### config.mk
export PLATFORM = sky130hd
export DESIGN_NAME = board_renderer_flat
export DESIGN_NICKNAME = d
export VERILOG_FILES = /design/src/rtl/board_pkg.sv /design/src/rtl/board_renderer_if.sv /design/src/rtl/board_tile_colour.sv /design/src/rtl/board_renderer.sv /design/src/flat_wrapper.sv
export SDC_FILE = /design/constraint.sdc
export NUM_CORES = 1
export LEC_CHECK = 0
export CAP_MARGIN = 20
export CORE_MARGIN = 4
export CORE_UTILIZATION = 28
export CTS_CLUSTER_DIAMETER = 150
export DETAILED_ROUTE_END_ITERATION = 6
export RECOVER_POWER = 100
export SLEW_MARGIN = 0
export SYNTH_ARGS = -nofsm -noshare
export SYNTH_HDL_FRONTEND = slang
export SYNTH_SLANG_ARGS = --single-unit
### constraint.sdc
create_clock -name clk -period 8.55 [get_ports clk]
set_input_delay 2.1375 -clock clk [delete_from_list [all_inputs] [get_ports clk]]
set_output_delay 2.1375 -clock clk [all_outputs]
set_load 0.02 [all_outputs]
### src/rtl/board_pkg.sv
// Shared definitions for the minesweeper board renderer.
// Holds the tile geometry, the 3-bit {R,G,B} palette, the FSM state
// encoding, the per-tile status record, and helpers that return the
// top-left pixel of a tile's column and row.
package board_pkg;

  localparam int TILE_W      = 19;  // drawn tile width in pixels
  localparam int TILE_H      = 14;  // drawn tile height in pixels
  localparam int PITCH_X     = 20;  // horizontal pitch (1-px gap)
  localparam int PITCH_Y     = 15;  // vertical pitch (1-px gap)
  localparam int BOARD_TILES = 64;

  localparam logic [2:0] COL_HIDDEN = 3'b111;  // white
  localparam logic [2:0] COL_SAFE   = 3'b010;  // green
  localparam logic [2:0] COL_FLAG   = 3'b110;  // yellow
  localparam logic [2:0] COL_BOOM   = 3'b100;  // red
  localparam logic [2:0] COL_MINE   = 3'b101;  // magenta
  localparam logic [2:0] COL_CURSOR = 3'b001;  // blue

  typedef enum logic [1:0] {
    S_IDLE = 2'd0,
    S_LOAD = 2'd1,
    S_DRAW = 2'd2,
    S_FIN  = 2'd3
  } state_t;

  // Status of the tile currently being painted, latched once per tile
  typedef struct packed {
    logic mine;
    logic flag;
    logic step;
    logic is_cursor;
  } tile_stat_t;

  // Left-most pixel column of a tile column (max 7*20 = 140)
  function automatic logic [7:0] tile_x0(input logic [2:0] col);
    return 8'(col) * 8'(PITCH_X);
  endfunction

  // Top-most pixel row of a tile row (max 7*15 = 105)
  function automatic logic [6:0] tile_y0(input logic [2:0] row);
    return 7'(row) * 7'(PITCH_Y);
  endfunction

endpackage

### src/rtl/board_renderer_if.sv
// Bundle between the game-state logic / frame buffer and the renderer.
//   master : game-state side (drives start and the maps, observes status)
//   slave  : renderer side (samples the maps, drives the pixel write port)
// Signals: start, mine_map/flag_map/step_map[63:0], cursor[5:0],
//          reveal_all, x[7:0], y[6:0], colour[2:0], plot, busy, done.
interface board_renderer_if;
  logic        start;
  logic [63:0] mine_map;
  logic [63:0] flag_map;
  logic [63:0] step_map;
  logic [5:0]  cursor;
  logic        reveal_all;
  logic [7:0]  x;
  logic [6:0]  y;
  logic [2:0]  colour;
  logic        plot;
  logic        busy;
  logic        done;

  modport master (
    output start, mine_map, flag_map, step_map, cursor, reveal_all,
    input  x, y, colour, plot, busy, done
  );

  modport slave (
    input  start, mine_map, flag_map, step_map, cursor, reveal_all,
    output x, y, colour, plot, busy, done
  );
endinterface

### src/rtl/board_tile_colour.sv
// Combinational colour picker for one pixel of a tile.
// Ports:
//   i_mine, i_flag, i_step : tile status bits
//   i_is_cursor            : tile is under the player cursor
//   i_on_border            : pixel is on the tile's outer ring
//   i_reveal_all           : game over, show every mine
//   o_colour               : {R,G,B}
module board_tile_colour
  import board_pkg::*;
(
  input  logic       i_mine,
  input  logic       i_flag,
  input  logic       i_step,
  input  logic       i_is_cursor,
  input  logic       i_on_border,
  input  logic       i_reveal_all,
  output logic [2:0] o_colour
);
  // First match wins. A flag on a stepped tile is stale, so stepped
  // takes over from flagged.
  always_comb begin
    o_colour = COL_HIDDEN;
    if (i_is_cursor && i_on_border)  o_colour = COL_CURSOR;
    else if (i_mine && i_step)       o_colour = COL_BOOM;
    else if (i_mine && i_reveal_all) o_colour = COL_MINE;
    else if (i_flag && !i_step)      o_colour = COL_FLAG;
    else if (i_step)                 o_colour = COL_SAFE;
  end
endmodule

### src/rtl/board_renderer.sv
// Full-frame tile painter for the 8x8 minesweeper board on a 160x120
// 3-bit frame buffer. A start pulse snapshots the maps, then all 64
// tiles are walked, one pixel write per cycle, followed by a done pulse.
// Ports:
//   clk    : system clock
//   resetn : asynchronous active-low reset
//   bus    : board_renderer_if.slave (start, maps, cursor, reveal_all in;
//            x, y, colour, plot, busy, done out)
module board_renderer
  import board_pkg::*;
(
  input logic              clk,
  input logic              resetn,
  board_renderer_if.slave  bus
);

  state_t      r_state;
  logic [63:0] r_mine_map, r_flag_map, r_step_map;
  logic [5:0]  r_cursor;
  logic        r_reveal;
  logic [5:0]  r_tile;
  tile_stat_t  r_stat;
  logic [4:0]  r_px;
  logic [3:0]  r_py;
  logic [7:0]  r_x;
  logic [6:0]  r_y;
  logic [2:0]  r_colour;
  logic        r_plot, r_busy, r_done;

  logic        w_last_px, w_last_py, w_on_border;
  logic [2:0]  w_colour;

  assign w_last_px   = (r_px == 5'(TILE_W - 1));
  assign w_last_py   = (r_py == 4'(TILE_H - 1));
  assign w_on_border = (r_px == '0) || w_last_px || (r_py == '0) || w_last_py;

  board_tile_colour u_colour (
    .i_mine       (r_stat.mine),
    .i_flag       (r_stat.flag),
    .i_step       (r_stat.step),
    .i_is_cursor  (r_stat.is_cursor),
    .i_on_border  (w_on_border),
    .i_reveal_all (r_reveal),
    .o_colour     (w_colour)
  );

  always_ff @(posedge clk or negedge resetn) begin
    if (!resetn) begin
      r_state    <= S_IDLE;
      r_mine_map <= '0;
      r_flag_map <= '0;
      r_step_map <= '0;
      r_cursor   <= '0;
      r_reveal   <= 1'b0;
      r_tile     <= '0;
      r_stat     <= '0;
      r_px       <= '0;
      r_py       <= '0;
      r_x        <= '0;
      r_y        <= '0;
      r_colour   <= '0;
      r_plot     <= 1'b0;
      r_busy     <= 1'b0;
      r_done     <= 1'b0;
    end else begin
      case (r_state)
        S_IDLE: begin
          r_done <= 1'b0;
          if (bus.start) begin
            r_mine_map <= bus.mine_map;
            r_flag_map <= bus.flag_map;
            r_step_map <= bus.step_map;
            r_cursor   <= bus.cursor;
            r_reveal   <= bus.reveal_all;
            r_tile     <= '0;
            r_busy     <= 1'b1;
            r_state    <= S_LOAD;
          end
        end
        S_LOAD: begin
          // One plot-low cycle per tile while its status is latched
          r_stat.mine      <= r_mine_map[r_tile];
          r_stat.flag      <= r_flag_map[r_tile];
          r_stat.step      <= r_step_map[r_tile];
          r_stat.is_cursor <= (r_tile == r_cursor);
          r_px             <= '0;
          r_py             <= '0;
          r_plot           <= 1'b0;
          r_state          <= S_DRAW;
        end
        S_DRAW: begin
          r_plot   <= 1'b1;
          r_x      <= tile_x0(r_tile[2:0]) + 8'(r_px);
          r_y      <= tile_y0(r_tile[5:3]) + 7'(r_py);
          r_colour <= w_colour;
          if (!w_last_px) begin
            r_px <= r_px + 5'd1;
          end else begin
            r_px <= '0;
            if (!w_last_py) begin
              r_py <= r_py + 4'd1;
            end else begin
              r_py <= '0;
              if (r_tile == 6'(BOARD_TILES - 1)) begin
                r_state <= S_FIN;
              end else begin
                r_tile  <= r_tile + 6'd1;
                r_state <= S_LOAD;
              end
            end
          end
        end
        S_FIN: begin
          // start seen here is dropped; IDLE accepts on the next edge
          r_plot  <= 1'b0;
          r_done  <= 1'b1;
          r_busy  <= 1'b0;
          r_state <= S_IDLE;
        end
        default: r_state <= S_IDLE;
      endcase
    end
  end

  assign bus.x      = r_x;
  assign bus.y      = r_y;
  assign bus.colour = r_colour;
  assign bus.plot   = r_plot;
  assign bus.busy   = r_busy;
  assign bus.done   = r_done;

endmodule

### src/flat_wrapper.sv
// flat-port wrapper written by rule: the top's interface ports become plain ports
module board_renderer_flat import board_pkg::*;
  (clk, resetn, bus_start, bus_mine_map, bus_flag_map, bus_step_map, bus_cursor, bus_reveal_all, bus_x, bus_y, bus_colour, bus_plot, bus_busy, bus_done);
  board_renderer_if bus_i ();
  input logic clk;
  input logic resetn;
  input wire logic [$bits(bus_i.start)-1:0] bus_start;
  input wire logic [$bits(bus_i.mine_map)-1:0] bus_mine_map;
  input wire logic [$bits(bus_i.flag_map)-1:0] bus_flag_map;
  input wire logic [$bits(bus_i.step_map)-1:0] bus_step_map;
  input wire logic [$bits(bus_i.cursor)-1:0] bus_cursor;
  input wire logic [$bits(bus_i.reveal_all)-1:0] bus_reveal_all;
  output wire logic [$bits(bus_i.x)-1:0] bus_x;
  output wire logic [$bits(bus_i.y)-1:0] bus_y;
  output wire logic [$bits(bus_i.colour)-1:0] bus_colour;
  output wire logic [$bits(bus_i.plot)-1:0] bus_plot;
  output wire logic [$bits(bus_i.busy)-1:0] bus_busy;
  output wire logic [$bits(bus_i.done)-1:0] bus_done;
  assign bus_i.start = bus_start;
  assign bus_i.mine_map = bus_mine_map;
  assign bus_i.flag_map = bus_flag_map;
  assign bus_i.step_map = bus_step_map;
  assign bus_i.cursor = bus_cursor;
  assign bus_i.reveal_all = bus_reveal_all;
  assign bus_x = bus_i.x;
  assign bus_y = bus_i.y;
  assign bus_colour = bus_i.colour;
  assign bus_plot = bus_i.plot;
  assign bus_busy = bus_i.busy;
  assign bus_done = bus_i.done;
  board_renderer u_core (.clk(clk), .resetn(resetn), .bus(bus_i));
endmodule
==> impl_metrics.csv, run 1 <==
group,metric,value,unit
status,run_status,"finished, violations left",
status,failed_checks,"max-capacitance violations, max-slew violations",
yosys,yosys.cell_count.top_type,"dfrtp_1",
power,finalPower,4810,uW
yosys,edff_count_synth,0,
cts,post_cts_hold_buffer_count,0,
yosys,syn-num-nets,1031,
drt,vias,7222,
worst_setup_path,timing.reg2reg.setup_slack,3.82,ns
hold_path,min_path_cells,1,
drt,number_of_detailed_routing_iterations_run_before_antenna_repair,5,
drt,final_antenna_net_count,0,
sta,fin_setup_tns,0,ns
global_routing,global_route.usage.total,13.3,%
sta,min_period,6.12,ns
yosys,netlist_instances,794,
placed_design,dp.final_hpwl,21000,um
floorplan,chipWidth,211,um
global_routing,grt_start_max_net_pins,152,
cts,cts.reportedPaths.clkPinSlew,0.06,ns
sta,worstMarginPinSlew,3.30,ns
worst_setup_path,critical_path_class,"input port to register",
drt,remaining_drc_errors,0,
power,swShare,29.4,%
floorplan,core,40700,um^2
worst_setup_path,critical_path_buf_inv_count,2,
hold_path,worst_hold_startpoint,"u_core.r_flag_map[58]",
power,leakage,0.00634,uW
worst_setup_path,timing.reg2reg.worst_path_depth,5,
layout,final_core_utilization,37.3,%
sta,unrepaired_setup_endpoints_after_global_routing,"no",
yosys,post-synth-top-area-fraction,52.4,%
global_routing,via_count_of_the_first_global_routing_pass,7826,
hold_path,min_delay_worst_endpoint,"u_core.r_flag_map[58]",
worst_setup_path,r2r-end,"u_core.r_step_map[12]",
layout,post_route_cells_drive_above_1_share,30.5,%
cts,worst_case_clock_buffer_depth,3,
cts,cts-resized-gates,0,
worst_setup_path,cpPeakStageDelay,1.78,ns
global_routing,grt_first_pass_wirelength,46100,um
drt,drt-vias-per-instance,4.62,
placed_design,gp_routability_congestion,0.783,
worst_setup_path,start_kind,"input port",
yosys,synth_warnings,0,
sta,slew_headroom,-120,%
floorplan,core.rowCount,74,
yosys,synth_sequential_area_ratio,52.4,%
yosys,ys_dominant_reg_cell,"dfrtp_1",
sta,fmax,0.163,GHz
power,powerDensity,316,nW/um^2
cts,cts_tree,"yes",
yosys,netlist_top_cells_area,"dfrtp_1 52%, mux2_2 21%, mux4_2 8.6%",
sta,fin_crit_sh,71.6,%
worst_setup_path,critPathArrivalTime,6.56,ns
global_routing,globalRoute.totalOverflow,0,
drt,drtIter0Drc,241,
floorplan,die_height,211,um
worst_setup_path,critical_path.cell_chain,"dlygate4sd3_1 -> nand2_1 -> clkbuf_2 -> mux2_2",
hold_path,hold_path_class,"register to register",
yosys,postSynthAreaPerCell,14.5,um^2
global_routing,antenna_found_initial,6,
yosys,ys_types,48,
cts,clock_latency,0.57,ns
cts,ctsHtreeMaxLevel,1,
floorplan,start_util,28.3,%
power,pwr-share-clk,25.2,%
power,netSwitchingPower,1410,uW
floorplan,floorplan.io_pins,223,
yosys,synth-async-reset-ratio,100,%
sta,skew,0.0172,ns
worst_setup_path,worst-path-max-fanout,70,
power,internal_power,3400,uW
floorplan,die_area,44400,um^2
drt,total_routed_wirelength,29900,um
yosys,synth_largest_area_cell,"dfrtp_1",
layout,finalNetCount,1246,
worst_setup_path,critPathCaptureType,"register",
cts,postCtsSetupRepairBufs,0,
sta,finalSetupViolCount,0,
yosys,mappedNetlistArea,11500,um^2
cts,clock_tree.root_cell,"clkbuf_16",
cts,cts_sinks,241,
worst_setup_path,critical-path-top-delay-family,"buffers and inverters",
run,max-cap-violations,4,
cts,cts_made_buffers,29,
placed_design,port-buffer-count,222,
layout,nFillCells,3944,
sta,report.final.slew_viol_count,215,
sta,hold_viol_final,0,
power,seq_power_share,41.0,%
layout,area_growth_syn_to_layout,32.2,%
yosys,synth_seq_cells,241,
worst_setup_path,worst_r2r_startpoint,"u_core.r_state[0]",
yosys,synth.cells.most_frequent,"241 x dfrtp_1, 216 x mux2_2, 44 x mux4_2",
worst_setup_path,worst_ep_required_time,8.99,ns
worst_setup_path,critPathSlowestCell,"nand2_1",
power,pwr-share-comb,33.8,%
power,vdd_ir_drop_max,0.000167,V
drt,post_drt_wl_per_cell,19.1,um
==> worst max path at each step <==
stage	cells after the start	slack, ns	from	end
final	4	2.43	bus_start	u_core.r_step_map[12]
after CTS	4	4.35	bus_start	u_core.r_mine_map[4]
after global routing	4	2.17	bus_start	u_core.r_step_map[12]
after global placement	4	3.79	bus_start	u_core.r_flag_map[52]
after floorplan	4	5.03	bus_start	u_core.r_flag_map[52]
after detailed placement	4	3.76	bus_start	u_core.r_step_map[53]
==> area by class of cell <==
cell class	instances	area [um^2]	area share, %
tap	532	666	4.37
sequential	241	6040	39.7
clock inverter	6	75.1	0.493
timing repair buffer	229	2280	15.0
antenna	1	2.50	0.0164
clock buffer	45	876	5.76
inverter	29	109	0.715
multi-input combinational	479	5170	34.0
==> routing by layer <==
layer  vias to the layer above  share of wire (%)  GRT usage, %
met2                       179                 49          21.8
met4                         8                1.5          2.50
li1                       3339                  -             -
met5                         -               0.20             0
met1                      3658                 42          17.5
met3                        38                8.1          4.32
==> cell usage in the layout, fill, tap and decap left out, types with 2 or more instances in the layout <==
| cell | count |
|---|---|
| clkbuf_16 | 29 |
| inv_1 | 29 |
| fa_1 | 6 |
| a21oi_1 | 12 |
| a221o_1 | 2 |
| clkbuf_1 | 9 |
| nand2_1 | 33 |
| mux4_2 | 44 |
| xor2_1 | 7 |
| nor2_1 | 9 |
| o21ai_0 | 20 |
| o221ai_1 | 4 |
| clkdlybuf4s50_1 | 199 |
| nand4_1 | 5 |
| mux2_2 | 214 |
| a22oi_1 | 3 |
| dfrtp_1 | 239 |
| a32oi_1 | 4 |
| buf_4 | 3 |
| ha_1 | 29 |
| mux2i_1 | 20 |
| nand3_1 | 8 |
| clkinv_2 | 2 |
| mux4_1 | 4 |
| nor3_1 | 3 |
| dlygate4sd3_1 | 22 |
| clkbuf_8 | 9 |
| a22o_1 | 5 |
| a21o_1 | 3 |
| nand2b_1 | 9 |
| nor2b_1 | 4 |
| and3_1 | 4 |
| xnor2_1 | 6 |
| clkinvlp_4 | 2 |
| o22ai_1 | 2 |
| mux2_1 | 2 |
==> kinds of logic after synthesis <==
family | count (synthesis) | synth area share [%]
multiplexers | 284 | 32.4
flip-flops | 241 | 52.4
AND/OR/NAND/NOR | 84 | 3.66
buffers and inverters | 74 | 2.70
AO/OA/AOI/OAI | 63 | 3.66
adder cells (fa/ha/maj) | 35 | 4.20
XOR/XNOR | 13 | 0.989
==> state kept, by name, indices dropped and copies added, names as in the netlist <==
| signal | flops |
|---|---|
| u_core.bus.busy | 1 |
| u_core.bus.colour | 3 |
| u_core.bus.done | 1 |
| u_core.bus.plot | 1 |
| u_core.bus.x | 8 |
| u_core.bus.y | 7 |
| u_core.r_cursor | 6 |
| u_core.r_flag_map | 64 |
| u_core.r_mine_map | 64 |
| u_core.r_px | 5 |
| u_core.r_py | 4 |
| u_core.r_reveal | 1 |
| u_core.r_stat | 4 |
| u_core.r_state | 2 |
| u_core.r_step_map | 64 |
| u_core.r_tile | 6 |
==> power groups by stage <==
stage / combinational (uW) / clock, uW / sequential (uW)
3_5_place_dp: 1650 / 0 / 2000
5_1_grt: 1780 / 1310 / 2040
6_report: 1630 / 1210 / 1970
4_1_cts: 1660 / 1260 / 1980
3_3_place_gp: 1620 / 0 / 1970
2_1_floorplan: 1220 / 0 / 1900
==> metrics by stage <==
step / cell area [um^2] / setup WS (ns) / hold slack (ns) / cells
after floorplan: 11500 / 5.03 / 0.470 / 794
after global placement: 14300 / 3.79 / 0.482 / 1510
after detailed placement: 14300 / 3.76 / 0.488 / 1510
after CTS: 15200 / 4.35 / 0.502 / 1561
after global routing: 15200 / 2.17 / 0.517 / 1562
final: 15200 / 2.43 / 0.498 / 1562
No activity file was read; power rests on OpenSTA's default activity.
==> run 2: changes to the inputs <==
==> constraint.sdc (replaced) <==
create_clock -name clk -period 5.7 [get_ports clk]
set_input_delay 1.425 -clock clk [delete_from_list [all_inputs] [get_ports clk]]
set_output_delay 1.425 -clock clk [all_outputs]
set_load 0.02 [all_outputs]
==> impl_metrics.csv, run 2 (synthesized netlist as in run 1, its figures left out) <==
group,metric,value,unit
status,run_status,"finished, violations left",
status,failed_checks,"max-capacitance violations, max-slew violations",
global_routing,global_route.usage.total,13.4,%
drt,total_routed_wirelength,30000,um
sta,min_period,4.09,ns
floorplan,core,40700,um^2
worst_setup_path,worst_ep_required_time,6.13,ns
floorplan,start_util,28.3,%
sta,fin_setup_tns,0,ns
sta,report.final.slew_viol_count,206,
power,vdd_ir_drop_max,0.000270,V
global_routing,antenna_found_initial,10,
cts,postCtsSetupRepairBufs,0,
sta,slew_headroom,-62.3,%
worst_setup_path,critPathArrivalTime,4.52,ns
sta,fin_crit_sh,71.7,%
worst_setup_path,start_kind,"register",
drt,remaining_drc_errors,0,
worst_setup_path,startpoint,"u_core.r_tile[2]",
sta,fmax,0.245,GHz
run,max-cap-violations,4,
hold_path,worst_hold_startpoint,"u_core.r_flag_map[43]",
worst_setup_path,worst_r2r_startpoint,"u_core.r_tile[2]",
sta,skew,0.0136,ns
cts,worst_case_clock_buffer_depth,3,
worst_setup_path,worst-path-max-fanout,28,
floorplan,die_area,44400,um^2
cts,cts_tree,"yes",
hold_path,hold_path_class,"register to register",
power,finalPower,7210,uW
cts,cts_made_buffers,29,
cts,clock_latency,0.55,ns
cts,cts.reportedPaths.clkPinSlew,0.06,ns
worst_setup_path,critPathCaptureType,"register",
cts,cts_sinks,241,
cts,ctsHtreeMaxLevel,1,
sta,unrepaired_setup_endpoints_after_global_routing,"no",
sta,hold_viol_final,0,
floorplan,floorplan.io_pins,223,
placed_design,dp.final_hpwl,21100,um
placed_design,port-buffer-count,222,
layout,layout.cells.most_common_list,"239 x dfrtp_1, 216 x mux2_2, 199 x clkdlybuf4s50_1, 44 x mux4_2, 32 x nand2_1",
layout,largest_registers,"u_core.r_flag_map x64, u_core.r_mine_map x64, u_core.r_step_map x64",
drt,final_antenna_net_count,0,
global_routing,via_count_of_the_first_global_routing_pass,8030,
drt,drt-vias-per-instance,4.67,
cts,post_cts_hold_buffer_count,0,
worst_setup_path,critical_path_class,"register to register",
layout,finalNetCount,1249,
placed_design,gp_routability_congestion,0.751,
cts,clock_tree.root_cell,"clkbuf_16",
layout,area_growth_syn_to_layout,32.4,%
cts,cts-resized-gates,0,
global_routing,globalRoute.totalOverflow,0,
power,powerDensity,473,nW/um^2
drt,drtIter0Drc,315,
floorplan,chipWidth,211,um
sta,worstMarginPinSlew,2.43,ns
drt,number_of_detailed_routing_iterations_run_before_antenna_repair,4,
sta,finalSetupViolCount,0,
power,leakage,0.00636,uW
layout,leading_cell_type_in_the_layout_fill_and_taps_excluded,"dfrtp_1",
drt,post_drt_wl_per_cell,19.2,um
global_routing,grt_first_pass_wirelength,46600,um
floorplan,die_height,211,um
drt,vias,7307,
layout,post_route_cells_drive_above_1_share,30.9,%
global_routing,grt_start_max_net_pins,109,
floorplan,core.rowCount,74,
run 2: critical path, stage by stage, from the launching register on:
cell and delay (ns):
dfrtp_1 1.03, clkbuf_1 1.49, mux4_2 0.44, mux2_2 0.29, a22oi_1 0.18, o221ai_1 0.18
a221o_1 0.35
run 2: cell type report:
class                           count  area [um^2]
Fill cell                        3989        25500
Multi-Input combinational cell    479         5180
Sequential cell                   241         6040
Clock buffer                       41          831
Timing Repair Buffer              232         2310
Clock inverter                     10          109
Antenna cell                        1         2.50
Inverter                           29          109
Tap cell                          532          666
run 2: final timing paths:
kind                                    endpoint  slack (ns)  cells after the start
hold / removal             u_core.r_flag_map[43]        0.50                      1
min in group asynchronous        u_core.bus.busy        0.90                      1
hold reg to reg            u_core.r_flag_map[43]        0.50                      1
setup reg to reg                u_core.r_stat[1]        1.61                      6
max in group asynchronous  u_core.r_flag_map[31]        1.95                      2
setup / recovery                u_core.r_stat[1]        1.61                      6
run 2: power breakdown:
part	switching (uW)	internal [uW]
logic	927	1480
clock network	730	1100
registers	466	2510
total	2120	5090
run 2: through the flow:
step                setup slack (ns)  instances  cell area [um^2]  utilization (%)  hold slack, ns
detailed placement              2.01       1513             14300             35.2           0.488
floorplan                       2.87        794             11500                -           0.470
global route                    1.26       1564             15200             37.4           0.512
finish                          1.61       1565             15200             37.4           0.497
CTS                             2.48       1564             15300             37.5           0.502
global placement                2.01       1513             14300             35.2           0.482
run 2: metal layers:
metal	share of wire (%)	global-route usage (%)	vias to the layer above	routed length [um]
li1	-	-	3348	-
met1	43	17.3	3684	12900
met2	46	21.4	190	13800
met3	7.9	4.68	67	2390
met4	2.8	4.05	18	845
met5	0.36	0	-	108
==> run 3: changes to the inputs <==
==> constraint.sdc (replaced) <==
create_clock -name clk -period 3.9 [get_ports clk]
set_input_delay 0.975 -clock clk [delete_from_list [all_inputs] [get_ports clk]]
set_output_delay 0.975 -clock clk [all_outputs]
set_load 0.02 [all_outputs]
==> impl_metrics.csv, run 3 (synthesized netlist as in run 1, its figures left out) <==
group,metric,value,unit
worst_setup_path,critical_path_class,"input port to register",
drt,vias,7373,
global_routing,via_count_of_the_first_global_routing_pass,8075,
drt,total_routed_wirelength,30500,um
drt,wirelength_met1,12700,um
floorplan,core,40700,um^2
placed_design,port-buffer-count,222,
layout,area_growth_syn_to_layout,33.5,%
sta,unrepaired_setup_endpoints_after_global_routing,"no",
cts,ctsHtreeMaxLevel,1,
sta,fmax,0.292,GHz
cts,post_cts_hold_buffer_count,0,
global_routing,antenna_found_initial,6,
global_routing,global_route.usage.total,13.6,%
layout,finalNetCount,1261,
worst_setup_path,timing.reg2reg.setup_slack,0.67,ns
placed_design,dp.final_hpwl,22100,um
drt,top_signal_layer_used,"met5",
layout,nFillCells,3962,
run,max-cap-violations,2,
worst_setup_path,worst-path-max-fanout,36,
drt,final_antenna_net_count,0,
floorplan,start_util,28.3,%
global_routing,grt_first_pass_wirelength,47000,um
sta,fin_setup_tns,0,ns
layout,post_route_cells_drive_above_1_share,31.5,%
cts,cts_tree,"yes",
status,failed_checks,"max-capacitance violations, max-slew violations",
sta,hold_viol_final,0,
layout,layout.cells.most_common_list,"238 x dfrtp_1, 216 x mux2_2, 199 x clkdlybuf4s50_1, 44 x mux4_2, 33 x nand2_1",
layout,final_area,15400,um^2
cts,clock_latency,0.55,ns
worst_setup_path,cpPeakStageDelay,1.51,ns
drt,total_length_of_routed_met3_wires,2470,um
power,vdd_ir_drop_max,0.000350,V
drt,routed-wl-met2,14800,um
cts,cts.reportedPaths.clkPinSlew,0.06,ns
sta,skew,0.00966,ns
cts,postCtsSetupRepairBufs,0,
sta,report.final.slew_viol_count,116,
floorplan,die_area,44400,um^2
floorplan,die_height,211,um
drt,number_of_detailed_routing_iterations_run_before_antenna_repair,4,
drt,post_drt_wl_per_cell,19.3,um
power,leakage,0.00642,uW
sta,worstMarginPinSlew,2.28,ns
global_routing,grt_start_max_net_pins,85,
worst_setup_path,start_kind,"input port",
cts,cts_sinks,241,
floorplan,chipWidth,211,um
worst_setup_path,critPathSlowestCell,"nand2_1",
placed_design,gp_routability_congestion,0.789,
sta,fin_crit_sh,87.8,%
placed_design,dpl_cell_area,14500,um^2
cts,cts-resized-gates,0,
global_routing,globalRoute.totalOverflow,0,
status,run_status,"finished, violations left",
worst_setup_path,critical_path.cell_chain,"dlygate4sd3_1 -> nand2_1 -> buf_4 -> mux2_2",
placed_design,numPlacedInstances,1526,
sta,setup_slack,0.477,ns
sta,min_period,3.42,ns
layout,regArea,6040,um^2
power,finalPower,10600,uW
cts,worst_case_clock_buffer_depth,3,
power,powerDensity,692,nW/um^2
worst_setup_path,critPathArrivalTime,3.86,ns
sta,slew_headroom,-52.2,%
placed_design,pre_cts_slack,0.773,ns
worst_setup_path,worst_ep_required_time,4.34,ns
worst_setup_path,critical-path-top-delay-family,"simple AND/OR/NAND/NOR gates",
hold_path,hold_path_class,"register to register",
floorplan,floorplan.io_pins,223,
sta,finalSetupViolCount,0,
worst_setup_path,critPathCaptureType,"register",
drt,drt-vias-per-instance,4.67,
layout,multiInputGateArea,5170,um^2
drt,drtIter0Drc,340,
layout,final_non_filler_cells,1579,
worst_setup_path,critical_path_buf_inv_count,2,
drt,remaining_drc_errors,0,
cts,clock_tree.root_cell,"clkbuf_16",
floorplan,core.rowCount,74,
layout,leading_cell_type_in_the_layout_fill_and_taps_excluded,"dfrtp_1",
layout,largest_registers,"u_core.r_flag_map x64, u_core.r_mine_map x64, u_core.r_step_map x64",
cts,cts_made_buffers,28,
==> run 3: cell count changes in the layout (fill, tap and decap cells not counted), moves of 2 or more <==
cell and change:
clkbuf_2 +2, clkbuf_8 +2, buf_12 +4, buf_4 +6, clkbuf_1 +4
==> run 3: final timing paths <==
path                                        from                    end  cells past startpoint
min                        u_core.r_flag_map[36]  u_core.r_flag_map[36]                      1
min in group asynchronous                 resetn  u_core.r_step_map[59]                      1
max                                    bus_start  u_core.r_flag_map[21]                      4
max in group asynchronous                 resetn       u_core.r_tile[0]                      2
min reg2reg                u_core.r_flag_map[36]  u_core.r_flag_map[36]                      1
max reg2reg                     u_core.r_tile[0]       u_core.r_stat[2]                      5
==> run 3: final cells by class <==
class                           instances  share of cell area (%)
Inverter                               29                   0.708
Tap cell                              532                    4.33
Antenna cell                            1                  0.0163
Timing Repair Buffer                  245                    15.9
Clock inverter                          8                   0.676
Multi-Input combinational cell        479                    33.6
Clock buffer                           44                    5.47
Sequential cell                       241                    39.3
==> run 3: metal layers <==
metal | global-route usage [%] | vias to the layer above
met1 | 18.0 | 3765
met5 | 0 | -
met3 | 4.14 | 43
li1 | - | 3372
met4 | 2.08 | 10
met2 | 22.6 | 183
==> run 3: stage by stage <==
stage          util [%]  hold slack (ns)
2_1_floorplan         -            0.470
3_3_place_gp       35.5            0.480
3_5_place_dp       35.5            0.487
4_1_cts            37.8            0.430
5_1_grt            37.7            0.504
6_report           37.7            0.495
==> run 3: power breakdown <==
group / switching [uW] / total, uW / internal (uW) / leakage (uW)
Clock: 1060 / 2670 / 1610 / 0.000463
Combinational: 1370 / 3590 / 2220 / 0.00307
Sequential: 697 / 4370 / 3670 / 0.00289
Total: 3130 / 10600 / 7500 / 0.00642
